### src/rtl/fp_accum_seq.sv
// Sequential IEEE-754 single accumulator wrapped around an external fp_adder.
// Handshaked input stream, programmable length, sticky NaN/Inf status.
module fp_accum_seq #(
    parameter int LEN_W = 8
) (
    input  logic             clk,
    input  logic             rst,
    input  logic             start,
    input  logic [LEN_W-1:0] length,
    input  logic             in_valid,
    output logic             in_ready,
    input  logic [31:0]      in_data,
    output logic [31:0]      add_x,
    output logic [31:0]      add_y,
    input  logic [31:0]      add_result,
    output logic             out_valid,
    input  logic             out_ready,
    output logic [31:0]      out_sum,
    output logic [LEN_W-1:0] out_count,
    output logic             flag_nan,
    output logic             flag_inf,
    output logic             busy
);

    typedef enum logic [1:0] {
        S_IDLE,
        S_ACCEPT,
        S_ADD,
        S_DONE
    } state_t;

    state_t           r_state;
    logic [31:0]      r_acc;
    logic [31:0]      r_opnd;
    logic [LEN_W-1:0] r_rem;
    logic [LEN_W-1:0] r_cnt;
    logic [31:0]      r_sum;
    logic [LEN_W-1:0] r_ocnt;
    logic             r_nan;
    logic             r_inf;
    logic             r_in_ready;
    logic             r_out_valid;
    logic             r_busy;

    logic             w_exp_max;
    logic             w_man_nz;
    logic             w_in_add;
    logic [LEN_W-1:0] w_cnt_nxt;

    assign w_exp_max = &add_result[30:23];
    assign w_man_nz  = |add_result[22:0];
    assign w_in_add  = (r_state == S_ADD);
    assign w_cnt_nxt = r_cnt + 1'b1;

    // Adder operands are muxed straight from registers so they are stable all of ADD
    assign add_x     = w_in_add ? r_acc  : 32'h0;
    assign add_y     = w_in_add ? r_opnd : 32'h0;

    assign in_ready  = r_in_ready;
    assign out_valid = r_out_valid;
    assign out_sum   = r_sum;
    assign out_count = r_ocnt;
    assign flag_nan  = r_nan;
    assign flag_inf  = r_inf;
    assign busy      = r_busy;

    always_ff @(posedge clk) begin
        if (rst) begin
            r_state     <= S_IDLE;
            r_acc       <= '0;
            r_opnd      <= '0;
            r_rem       <= '0;
            r_cnt       <= '0;
            r_sum       <= '0;
            r_ocnt      <= '0;
            r_nan       <= 1'b0;
            r_inf       <= 1'b0;
            r_in_ready  <= 1'b0;
            r_out_valid <= 1'b0;
            r_busy      <= 1'b0;
        end else begin
            unique case (r_state)
                S_IDLE: begin
                    if (start) begin
                        r_acc  <= '0;
                        r_cnt  <= '0;
                        r_nan  <= 1'b0;
                        r_inf  <= 1'b0;
                        r_busy <= 1'b1;
                        if (length != '0) begin
                            r_rem      <= length;
                            r_in_ready <= 1'b1;
                            r_state    <= S_ACCEPT;
                        end else begin
                            r_sum       <= '0;
                            r_ocnt      <= '0;
                            r_out_valid <= 1'b1;
                            r_state     <= S_DONE;
                        end
                    end
                end
                S_ACCEPT: begin
                    if (in_valid) begin
                        r_opnd     <= in_data;
                        r_in_ready <= 1'b0;
                        r_state    <= S_ADD;
                    end
                end
                S_ADD: begin
                    r_acc <= add_result;
                    r_cnt <= w_cnt_nxt;
                    r_rem <= r_rem - 1'b1;
                    r_nan <= r_nan | (w_exp_max & w_man_nz);
                    r_inf <= r_inf | (w_exp_max & ~w_man_nz);
                    if (r_rem == LEN_W'(1)) begin
                        r_sum       <= add_result;
                        r_ocnt      <= w_cnt_nxt;
                        r_out_valid <= 1'b1;
                        r_state     <= S_DONE;
                    end else begin
                        r_in_ready <= 1'b1;
                        r_state    <= S_ACCEPT;
                    end
                end
                S_DONE: begin
                    if (out_ready) begin
                        r_out_valid <= 1'b0;
                        r_busy      <= 1'b0;
                        r_state     <= S_IDLE;
                    end
                end
                default: r_state <= S_IDLE;
            endcase
        end
    end

endmodule

### config.mk
export PLATFORM = sky130hd
export DESIGN_NAME = fp_accum_seq
export DESIGN_NICKNAME = d
export VERILOG_FILES = /design/src/rtl/fp_accum_seq.sv
export SDC_FILE = /design/constraint.sdc
export NUM_CORES = 1
export LEC_CHECK = 0
export CORE_ASPECT_RATIO = 1.5
export CORE_UTILIZATION = 42
export CTS_BUF_LIST = sky130_fd_sc_hd__clkbuf_16
export CTS_CLUSTER_SIZE = 10
export DETAILED_ROUTE_END_ITERATION = 10
export HOLD_SLACK_MARGIN = 0.12
export PLACE_DENSITY = 0.87
export SLEW_MARGIN = 20
export SYNTH_ARGS = -nofsm -noshare
export SYNTH_HDL_FRONTEND = slang
export SYNTH_SLANG_ARGS = --single-unit
### constraint.sdc
create_clock -name clk -period 1.46 [get_ports clk]
set_input_delay 0.146 -clock clk [delete_from_list [all_inputs] [get_ports clk]]
set_output_delay 0.146 -clock clk [all_outputs]
set_load 0.01 [all_outputs]
==> reports/qor.yml <==
worst_setup_path:
  cp-startpoint: "r_state[0]"
  end_kind: "flop"
  rr_endpoint: "out_sum[16]"
  arrival_ps: 2140
  startpoint_type: "flop"
  r2r_slack_ps: -340
  critPathMaxFanout: 18
  worst_r2r_path_depth: 8
  crit_type: "reg2reg"
  critPathCapture: "out_sum[16]"
  required_ps: 1800
  regToRegStartpoint: "r_state[0]"
clock_network:
  clock-sinks: 127
  cts_tree: "built"
  clock-root-buffer: "clkbuf_16"
  numCtsBuffers: 17
  htreeDepth: 4
  clockBufferDepth: 2
  clk_pin_slew_ps: 60
  clock_latency_ps: 420
global_routing:
  grt-ovfl-total: 0
  grt_pass1_vias: 6139
  gr-usage-all-layers: 0.2892
  grt_first_pass_wirelength_mm: 30.68
  grt_max_degree: 69
  antenna_found_initial: 0
floorplan:
  die_h_um: 143.8
  initial_utilization: 0.4324
  num_rows: 51
  die_area_sq_mm: 0.01388
  core_area_sq_mm: 0.01302
  die_w_um: 96.53
  ios: 186
yosys:
  synth-main-ff-cell: "dfxtp_1"
  avgSynthCellArea_sq_um: 8.290
  ys_async_sr_fraction: 0
  synth_common_cells: "127 x dfxtp_1, 89 x a21oi_1, 83 x nand2_1"
  yosys-top-cells-area: "dfxtp_1 45%, a21oi_1 7.9%, and2_1 7.2%"
  yosysWarnings: 0
  synth-seq-cells: 127
  synth_top_area_share: 0.4517
  netlist_instances: 679
  synth_edf_count: 0
  synth_area_sq_mm: 0.005629
  synth_cell_types: 49
  yosysTopAreaCell: "dfxtp_1"
  ys_seq_area_frac: 0.4517
  synth.most_common_cell: "dfxtp_1"
  synth_nets: 759
placed_design:
  port_buffers: 185
  dp_hpwl_mm: 12.21
  gp_congestion: 0.8546
  dp.cells: 1045
timing:
  fmax_mhz: 556.5
  maxSlewHeadroom: 0.6344
  whs_ps: 280.1
  fin_ws_ps: -337.0
  tightest_slew_ps: 546.4
  drv_slew: 0
  rsz0062_at_grt: "yes"
  finalClockSkew_ps: 5.795
  finalHoldViolCount: 0
  tns_ps: -24280
  min_period_ps: 1797
  fin_crit_sh: 1.231
  setup_viol: 127
route:
  drt_first_pass_iters: 5
  vias: 6709
  drtAntennaViolNets: 0
  post_drt_wl_per_cell_um: 21.42
  avgViaCountPerCell: 5.985
  drt_iter0_markers: 474
  drc: 0
  routed_wl_mm: 24.02
final_layout:
  insertedDiodeCount: 0
  fin_cells: 1121
  multiInputGateArea_sq_mm: 0.003321
  area_delta_synth_final_pct: 78.08
  final_nets: 1029
  utilization: 0.7701
  layout-drive-gt1-share: 0.3659
  regArea_sq_mm: 0.002555
  fillCellCount: 826
job:
  cap_violations: 0
power_and_ir_drop:
  p_total_mw: 8.956
  p_leak_nw: 4.226
  power.density_mw_per_mm2: 893.4
  max-vdd-ir-drop_uv: 794.4
hold_path:
  hold_path.class: "in2reg"
  min_from: "in_data[24]"
run_status:
  failed_checks: "setup timing"
  outcome: "finished with violations"
## metrics by stage
| step | setup slack [ps] | instance area [sq um] |
|---|---|---|
| after floorplan | 0.3724 | 5653 |
| after global placement | -377.8 | 8210 |
| after detailed placement | -432.0 | 8210 |
| after CTS | -282.9 | 8859 |
| after global routing | -353.9 | 10020 |
| final | -337.0 | 10020 |
## worst max-delay path: stages, from the launching register on
cell and delay (ps):
dfxtp_4 360, nor2b_4 140, buf_12 130, buf_12 110
buf_16 120, and4_4 280, buf_12 180, nand4b_1 180
a21oi_2 200
## layout by cell type, fill, tap and decap left out, types with 6 or more instances in the layout
cell type        count
nand3_1             36
buf_4               70
a21oi_1             68
nor3_1               7
nand4b_1            35
buf_2               29
nor2_1              43
and2_4              36
dlymetal6s2s_1      18
o21ai_1              6
dfxtp_1            121
buf_12              19
nand2_1             76
dlygate4sd2_1       25
buf_6               53
nand2_2              6
and2_1              29
a31oi_1              7
nand3_2              8
a22oi_1              7
clkdlybuf4s50_1     77
clkbuf_16           28
a21oi_2             22
a22oi_2             26
## worst min-delay path by stage
stage / to / depth (start not counted)
global route: r_opnd[10] / 3
CTS: r_opnd[4] / 3
floorplan: r_opnd[0] / 2
finish: r_opnd[24] / 3
global placement: r_opnd[24] / 2
detailed placement: r_opnd[6] / 2
## cell families after synthesis
kind of cell,Yosys count,synth area share
AOI/OAI and AO/OA,166,0.1776
xor gates and xnor gates,3,0.004669
adders and majority gates,3,0.006669
buffers and inverters,66,0.04801
DFF,127,0.4517
and+or+nand+nor,314,0.3114
## final cells by class
type                       count  share of cell area
inverter                       4            0.001498
multi-input combinational    486              0.3313
clock buffer                  17             0.04244
clock inverter                15             0.01435
tap                          159             0.01985
timing repair buffer         313              0.3357
sequential                   127              0.2549
## report_power, final
part	total (mW)	switching, mW	internal [mW]
sequential	3.59	0.0494	3.54
combinational	1.21	0.571	0.643
clock	4.16	1.66	2.50
## repair_timing
item / 4_1_cts / 5_1_grt
hold buffers: 1 / 0
gates cloned: 7 / 12
endpoints found under the setup margin: 172 / 204
gates resized for setup: 311 / 213
pin swaps: 7 / 79
hold endpoints to repair: 12 / 0
buffers inserted: 10 / 19
## registers in the layout, indices dropped and copies added, names as in the netlist
signal,flops
out_sum,32
flag_nan,1
out_valid,1
r_rem,8
flag_inf,1
busy,1
r_cnt,8
r_opnd,32
out_count,8
r_state,2
r_acc,32
in_ready,1
## layer usage
| metal | routed length (um) | GRT usage |
|---|---|---|
| met5 | 0 | 0 |
| met4 | 1398 | 0.1447 |
| met3 | 2111 | 0.07725 |
| met2 | 12360 | 0.4967 |
| met1 | 8147 | 0.3221 |
Note: power is estimated with default switching activity, not from simulation.
